==> src/rtl/clint_irq_sched_if.sv <==
// Request/acknowledge channel between the interrupt scheduler and the trap sequencer.
// Latency: none (wires only).
// Backpressure: the request is held until the sequencer acks it or the scheduler withdraws it.
//
// Signals (named from the scheduler's point of view):
//   irq_req_o    scheduler -> sequencer  interrupt request, registered
//   irq_cause_o  scheduler -> sequencer  mcause for the pending request
//   irq_ack_i    sequencer -> scheduler  request accepted (1-cycle pulse)
//   mret_i       sequencer -> scheduler  MRET accepted (1-cycle pulse)
interface clint_irq_sched_if;
    logic        irq_req_o;
    logic [31:0] irq_cause_o;
    logic        irq_ack_i;
    logic        mret_i;

    // Scheduler side.
    modport master (
        output irq_req_o,
        output irq_cause_o,
        input  irq_ack_i,
        input  mret_i
    );

    // Trap-sequencer side.
    modport slave (
        input  irq_req_o,
        input  irq_cause_o,
        output irq_ack_i,
        output mret_i
    );
endinterface

==> src/rtl/clint_irq_sched.sv <==
// Machine-level interrupt scheduler: syncs ext IRQ, masks by mie/mstatus.MIE, picks ext>timer>soft.
// Latency: timer/soft -> irq_req_o 1 cycle; ext -> irq_req_o SYNC_STAGES+1 cycles.
// Backpressure: request and cause held stable until irq_ack_i; new requests blocked in service/hold-off.
//
// Ports:
//   clk, rst_n                 core clock, asynchronous active-low reset
//   ext_int_req_i              external IRQ level, asynchronous to clk
//   timer_irq_i, soft_irq_i    timer / software IRQ levels, clk domain
//   csr_mie_i, csr_mstatus_i   mie (bits 11/7/3) and mstatus (bit 3) CSR values
//   trap_if (master)           irq_req_o / irq_cause_o out, irq_ack_i / mret_i in
//   irq_pending_o              {ext,timer,soft} pending after mie masking, combinational
//   sched_busy_o               scheduler is not idle
module clint_irq_sched #(
    parameter int unsigned SYNC_STAGES    = 2,
    parameter int unsigned HOLDOFF_CYCLES = 2
) (
    input  logic                     clk,
    input  logic                     rst_n,
    input  logic                     ext_int_req_i,
    input  logic                     timer_irq_i,
    input  logic                     soft_irq_i,
    input  logic [31:0]              csr_mie_i,
    input  logic [31:0]              csr_mstatus_i,
    clint_irq_sched_if.master        trap_if,
    output logic [2:0]               irq_pending_o,
    output logic                     sched_busy_o
);

    // ------------------------------------------------------------------
    // Constants
    // ------------------------------------------------------------------
    localparam logic [31:0] CAUSE_EXT   = 32'h8000_000B;
    localparam logic [31:0] CAUSE_TIMER = 32'h8000_0007;
    localparam logic [31:0] CAUSE_SOFT  = 32'h8000_0003;

    localparam int unsigned CNT_W = (HOLDOFF_CYCLES > 0) ? $clog2(HOLDOFF_CYCLES + 1) : 1;
    // The first hold-off cycle is the one right after MRET, so the load value
    // is one less than the window length.
    localparam logic [CNT_W-1:0] CNT_LOAD =
        (HOLDOFF_CYCLES > 0) ? CNT_W'(HOLDOFF_CYCLES - 1) : '0;

    // Source one-hot encoding, same bit order as irq_pending_o.
    localparam logic [2:0] SRC_EXT   = 3'b100;
    localparam logic [2:0] SRC_TIMER = 3'b010;
    localparam logic [2:0] SRC_SOFT  = 3'b001;

    typedef enum logic [1:0] {
        S_IDLE    = 2'd0,
        S_REQ     = 2'd1,
        S_SERVICE = 2'd2,
        S_HOLDOFF = 2'd3
    } state_e;

    // ------------------------------------------------------------------
    // State
    // ------------------------------------------------------------------
    state_e                 state_q, state_d;
    logic                   req_q, req_d;
    logic [31:0]            cause_q, cause_d;
    logic [2:0]             src_q, src_d;
    logic [CNT_W-1:0]       cnt_q, cnt_d;
    logic [SYNC_STAGES-1:0] sync_q, sync_d;

    // ------------------------------------------------------------------
    // Source conditioning and arbitration
    // ------------------------------------------------------------------
    logic        ext_sync;
    logic        mstatus_mie;
    logic [2:0]  pending;
    logic        elig;
    logic [2:0]  win_src;
    logic [31:0] win_cause;
    logic        src_still_pending;

    // Only a handful of CSR bits matter here; the rest are deliberately dropped.
    logic unused_csr_bits;
    assign unused_csr_bits = ^{csr_mie_i[31:12], csr_mie_i[10:8], csr_mie_i[6:4],
                               csr_mie_i[2:0], csr_mstatus_i[31:4], csr_mstatus_i[2:0]};

    // Shift register synchronizer; the external level enters at bit 0.
    assign sync_d   = {sync_q[SYNC_STAGES-2:0], ext_int_req_i};
    assign ext_sync = sync_q[SYNC_STAGES-1];

    assign mstatus_mie = csr_mstatus_i[3];
    assign pending     = {ext_sync    & csr_mie_i[11],
                          timer_irq_i & csr_mie_i[7],
                          soft_irq_i  & csr_mie_i[3]};
    assign elig        = (|pending) & mstatus_mie;

    // Fixed priority ext > timer > soft.
    always_comb begin
        win_src   = 3'b000;
        win_cause = 32'h0;
        if (pending[2]) begin
            win_src   = SRC_EXT;
            win_cause = CAUSE_EXT;
        end else if (pending[1]) begin
            win_src   = SRC_TIMER;
            win_cause = CAUSE_TIMER;
        end else if (pending[0]) begin
            win_src   = SRC_SOFT;
            win_cause = CAUSE_SOFT;
        end
    end

    // Withdraw only depends on the source that won originally, not on
    // whatever else might be pending now.
    assign src_still_pending = |(src_q & pending);

    // ------------------------------------------------------------------
    // Next-state logic
    // ------------------------------------------------------------------
    always_comb begin
        state_d = state_q;
        req_d   = req_q;
        cause_d = cause_q;
        src_d   = src_q;
        cnt_d   = cnt_q;

        case (state_q)
            S_IDLE: begin
                if (elig) begin
                    state_d = S_REQ;
                    req_d   = 1'b1;
                    cause_d = win_cause;
                    src_d   = win_src;
                end
            end

            S_REQ: begin
                // Cause is frozen here: no preemption by later arrivals.
                // Ack is checked first so it wins over a same-cycle withdraw.
                if (trap_if.irq_ack_i) begin
                    state_d = S_SERVICE;
                    req_d   = 1'b0;
                end else if (!src_still_pending || !mstatus_mie) begin
                    state_d = S_IDLE;
                    req_d   = 1'b0;
                end
            end

            S_SERVICE: begin
                // No nesting: the MIE state is not looked at until the trap returns.
                if (trap_if.mret_i) begin
                    if (HOLDOFF_CYCLES > 0) begin
                        state_d = S_HOLDOFF;
                        cnt_d   = CNT_LOAD;
                    end else begin
                        state_d = S_IDLE;
                    end
                end
            end

            S_HOLDOFF: begin
                if (cnt_q != '0) begin
                    cnt_d = cnt_q - CNT_W'(1);
                end else if (elig) begin
                    // The window has run out on this edge, so sources are
                    // evaluated here as IDLE would. This keeps the MRET to
                    // next-request latency at HOLDOFF_CYCLES+1.
                    state_d = S_REQ;
                    req_d   = 1'b1;
                    cause_d = win_cause;
                    src_d   = win_src;
                end else begin
                    state_d = S_IDLE;
                end
            end

            default: begin
                state_d = S_IDLE;
                req_d   = 1'b0;
            end
        endcase
    end

    // ------------------------------------------------------------------
    // Registers
    // ------------------------------------------------------------------
    always_ff @(posedge clk or negedge rst_n) begin
        if (!rst_n) begin
            state_q <= S_IDLE;
            req_q   <= 1'b0;
            cause_q <= 32'h0;
            src_q   <= 3'b000;
            cnt_q   <= '0;
            sync_q  <= '0;
        end else begin
            state_q <= state_d;
            req_q   <= req_d;
            cause_q <= cause_d;
            src_q   <= src_d;
            cnt_q   <= cnt_d;
            sync_q  <= sync_d;
        end
    end

    // ------------------------------------------------------------------
    // Outputs
    // ------------------------------------------------------------------
    assign trap_if.irq_req_o   = req_q;
    assign trap_if.irq_cause_o = cause_q;
    assign irq_pending_o       = pending;
    assign sched_busy_o        = (state_q != S_IDLE);

endmodule
==> src/flat_wrapper.sv <==
// flat-port wrapper written by rule: the top's interface ports become plain ports
module clint_irq_sched_flat 
#(
    parameter int unsigned SYNC_STAGES    = 2,
    parameter int unsigned HOLDOFF_CYCLES = 2
)
  (clk, rst_n, ext_int_req_i, timer_irq_i, soft_irq_i, csr_mie_i, csr_mstatus_i, irq_pending_o, sched_busy_o, trap_if_irq_req_o, trap_if_irq_cause_o, trap_if_irq_ack_i, trap_if_mret_i);
  clint_irq_sched_if trap_if_i ();
  input  logic clk;
  input  logic rst_n;
  input  logic ext_int_req_i;
  input  logic timer_irq_i;
  input  logic soft_irq_i;
  input  logic [31:0] csr_mie_i;
  input  logic [31:0] csr_mstatus_i;
  output logic [2:0] irq_pending_o;
  output logic sched_busy_o;
  output wire logic [$bits(trap_if_i.irq_req_o)-1:0] trap_if_irq_req_o;
  output wire logic [$bits(trap_if_i.irq_cause_o)-1:0] trap_if_irq_cause_o;
  input wire logic [$bits(trap_if_i.irq_ack_i)-1:0] trap_if_irq_ack_i;
  input wire logic [$bits(trap_if_i.mret_i)-1:0] trap_if_mret_i;
  assign trap_if_irq_req_o = trap_if_i.irq_req_o;
  assign trap_if_irq_cause_o = trap_if_i.irq_cause_o;
  assign trap_if_i.irq_ack_i = trap_if_irq_ack_i;
  assign trap_if_i.mret_i = trap_if_mret_i;
  clint_irq_sched #(.SYNC_STAGES(SYNC_STAGES), .HOLDOFF_CYCLES(HOLDOFF_CYCLES)) u_core (.clk(clk), .rst_n(rst_n), .ext_int_req_i(ext_int_req_i), .timer_irq_i(timer_irq_i), .soft_irq_i(soft_irq_i), .csr_mie_i(csr_mie_i), .csr_mstatus_i(csr_mstatus_i), .trap_if(trap_if_i), .irq_pending_o(irq_pending_o), .sched_busy_o(sched_busy_o));
endmodule
==> config.mk <==
export PLATFORM = sky130hd
export DESIGN_NAME = clint_irq_sched_flat
export DESIGN_NICKNAME = d
export VERILOG_FILES = /design/src/rtl/clint_irq_sched_if.sv /design/src/rtl/clint_irq_sched.sv /design/src/flat_wrapper.sv
export SDC_FILE = /design/constraint.sdc
export NUM_CORES = 1
export LEC_CHECK = 0
export ABC_CLOCK_PERIOD_IN_PS = 4150
export CAP_MARGIN = 10
export CORE_UTILIZATION = 27
export CTS_BUF_LIST = sky130_fd_sc_hd__clkbuf_4 sky130_fd_sc_hd__clkbuf_8 sky130_fd_sc_hd__clkbuf_16
export DETAILED_ROUTE_END_ITERATION = 6
export PLACE_DENSITY = 0.86
export SLEW_MARGIN = 20
export SYNTH_ARGS = -nofsm -noshare
export SYNTH_HDL_FRONTEND = slang
export SYNTH_SLANG_ARGS = --single-unit
==> constraint.sdc <==
create_clock -name clk -period 4.15 [get_ports clk]
set_input_delay 0.6225 -clock clk [delete_from_list [all_inputs] [get_ports clk]]
set_output_delay 0.6225 -clock clk [all_outputs]
set_load 0.005 [all_outputs]
==> flow_summary.ini <==
[min_path]
min_path_cells = 0
worstHoldPathType = reg2reg

[floorplanning]
chipHeight_microns = 57.1
core-area_sq_um = 2810
die_w_microns = 57.1
design.die.area_sq_um = 3260
floorplan.initialDensity = 0.292
core.rowCount = 19
top_level_ports = 108

[pwr]
total_power_uw = 461
power.density_cell_area_nw_per_um2 = 490
worst_ir_drop_vdd_mv = 0.163
power.leakage_nw = 0.425

[cts]
clock_sinks = 11
post_cts_buffers = 0
clock_insertion_delay_worst_skew_ns = 0.27
cts_h_tree_depth = 1
cts-resized-gates = 0
cts_tree = yes
cts.path.max_buffers = 2
numCtsBuffers = 3
hold_buffers = 0
clkSlewWorstSetupHoldPaths_ns = 0.07
cts_root_buffer = sky130_fd_sc_hd__clkbuf_4

[detailed_routing]
number_of_nets_still_failing_antenna_checks_after_routing = 0
wl_per_cell_microns = 10.5
drt_pass1_iterations = 7
route.vias.total = 581
drt-initial-drc-count = 36
route.detailed.vias_per_inst = 4.24
remaining_drc_errors = 10
total_wirelength_mm = 1.44

[critical_path]
crit_path_max_fanout = 4
crit_type = in2out
crit_required_ns = 3.53
worst_setup_path_start_kind = primary input
worstPathArrival_ns = 1.86
number_of_cells_on_the_worst_reg_to_reg_path = 5
worst-r2r-setup-slack_ns = 2.40
end_kind = output port

[timing]
finalCriticalPeriod_ns = 2.48
grt_setup_unrepaired = false
tns_ns = 0
clock_skew_ns = 0.00368
report.final.hold_viol_count = 0
worst-slew-pin-transition_ns = 0.661
drv_slew = 0
worst_slack_ns = 1.67
report.final.setup_viol = 0
relSlewSlack = 0.560
layout_worst_path_cycle_share = 0.597
max_clock_freq_mhz = 403
final.hold.worst_slack_ns = 0.354

[layout]
final_net_count = 179
antenna_cells_inserted = 0
finish.instance_area_sq_um = 941
post_route_cells_drive_above_1_share = 0.113
area.sequential_sq_um = 275
fillCellCount = 288
area_growth_pct = 14.8
multiInputGateArea_sq_um = 378

[place]
final_wtd_congestion = 0.841
placement.cell_area_sq_um = 911
place_worst_setup_slack_ns = 1.68
post-dp-hpwl_mm = 1.12
placement.io_buffers = 20

[logic_synthesis]
postSynth.topFlopCell = sky130_fd_sc_hd__dfrtp_1
synth_enable_flop_cells = 0
post_synth_inst_count = 89
yosys_warnings = 0
yosys.cell_types.count = 29
synth_sequential_area_ratio = 0.336
netlist_area_sq_um = 820
top_cells_by_instance_count_after_synthesis = sky130_fd_sc_hd__buf_4 (32), sky130_fd_sc_hd__dfrtp_1 (11), sky130_fd_sc_hd__inv_1 (5)
yosysMostFrequentCell = sky130_fd_sc_hd__buf_4
synth_top_cell_area_share = 0.336
synth_async_sr_flop_share = 1.00
ys_seq_elements = 11
synth.top_cells.by_area = sky130_fd_sc_hd__dfrtp_1 (34%), sky130_fd_sc_hd__buf_4 (29%), sky130_fd_sc_hd__mux2_2 (4.1%)
cell_taking_the_most_area_after_synthesis = sky130_fd_sc_hd__dfrtp_1
post_synth.cell_area_avg_sq_um = 9.21

[grt]
grt_pass1_vias = 472
grt_util_all_layers = 0.0908
maximum_number_of_pins_on_one_net_before_global_route_repair = 12
overflow = 0
grt_antenna_before_repair = 0
grt_first_pass_wirelength_mm = 2.19

[run]
cap_viol_max_count = 0

[outcome]
run_status = finished, violations left
violations = DRC
==> report_power, final <==
group / total [mW] / switching (mW) / internal (mW)
logic: 0.200 / 0.0830 / 0.117
registers: 0.180 / 0.0370 / 0.143
clock network: 0.0807 / 0.0369 / 0.0437
==> registers in the layout, indices dropped and copies added (netlist names), named ones only <==
signal and cells:
u_core.cnt_q 2, u_core.src_q 2, u_core.sync_q 2, u_core.trap_if.irq_cause_o 2, u_core.state_q 1, u_core.trap_if.irq_req_o 1
==> stage by stage <==
step	util	std cells
final	0.335	137
after global routing	0.335	137
after CTS	0.335	137
after detailed placement	0.325	133
after global placement	0.325	133
after floorplan	-	115
==> per-layer routing <==
layer  track usage  vias to the layer above  part of all wire
met5             0                        -                 0
met3        0.0476                        0             0.091
li1              -                      279                 -
met4        0.0209                        0                 0
met1         0.129                      260              0.48
met2         0.121                       42              0.42
==> critical path: stages <==
cell and delay, ns:
sky130_fd_sc_hd__clkdlybuf4s50_1 0.50, sky130_fd_sc_hd__and2_1 0.21, sky130_fd_sc_hd__clkdlybuf4s50_1 0.52
==> worst paths after layout <==
kind / to / from
worst min-delay path: u_core.sync_q[1]$_DFF_PN0_ / u_core.sync_q[0]$_DFF_PN0_
min in group asynchronous: u_core.cnt_q[1]$_DFFE_PN0P_ / rst_n
max in group asynchronous: u_core.sync_q[1]$_DFF_PN0_ / rst_n
worst max register to register: u_core.src_q[0]$_DFFE_PN0P_ / u_core.cnt_q[0]$_DFFE_PN0P_
worst min register to register: u_core.sync_q[1]$_DFF_PN0_ / u_core.sync_q[0]$_DFF_PN0_
worst max-delay path: irq_pending_o[2] / csr_mie_i[11]
==> cells in the final DEF (no fill, tap or decap), drive strengths merged <==
| cell | netlist | routed |
|---|---|---|
| o31ai | 1 | 1 |
| conb | 1 | 27 |
| o2bb2ai | 1 | 1 |
| a222oi | 1 | 1 |
| a31oi | 2 | 2 |
| o21ai | 4 | 4 |
| and2 | 3 | 3 |
| nand2 | 3 | 3 |
| a22o | 1 | 1 |
| clkdlybuf4s50 | 0 | 20 |
| or2 | 2 | 2 |
| clkbuf | 0 | 4 |
| nand2b | 2 | 2 |
| nor2 | 1 | 1 |
| mux2 | 3 | 3 |
| ha | 1 | 1 |
| dfrtp | 11 | 11 |
| a21boi | 1 | 1 |
| nand3b | 1 | 1 |
| a22oi | 1 | 1 |
| a311o | 1 | 1 |
| nor2b | 2 | 2 |
| or3 | 1 | 1 |
| nand3 | 4 | 4 |
| nor3b | 1 | 1 |
| a211oi | 1 | 1 |
| inv | 5 | 5 |
| o221a | 1 | 1 |
==> kinds of logic after synthesis <==
kind of cell	share of synthesized area
buffers and inverters	0.322
other	0.00458
adder cells (fa/ha/maj)	0.0153
flip-flops	0.336
multiplexers	0.0412
AO/OA/AOI/OAI	0.142
AND/OR/NAND/NOR	0.139
==> final cells by class <==
type | count | area share
timing repair buffer | 20 | 0.213
tap | 31 | 0.0412
inverter | 5 | 0.0199
clock buffer | 4 | 0.0319
multi-input combinational | 66 | 0.402
sequential | 11 | 0.293
No activity file was read; power rests on OpenSTA's default activity.
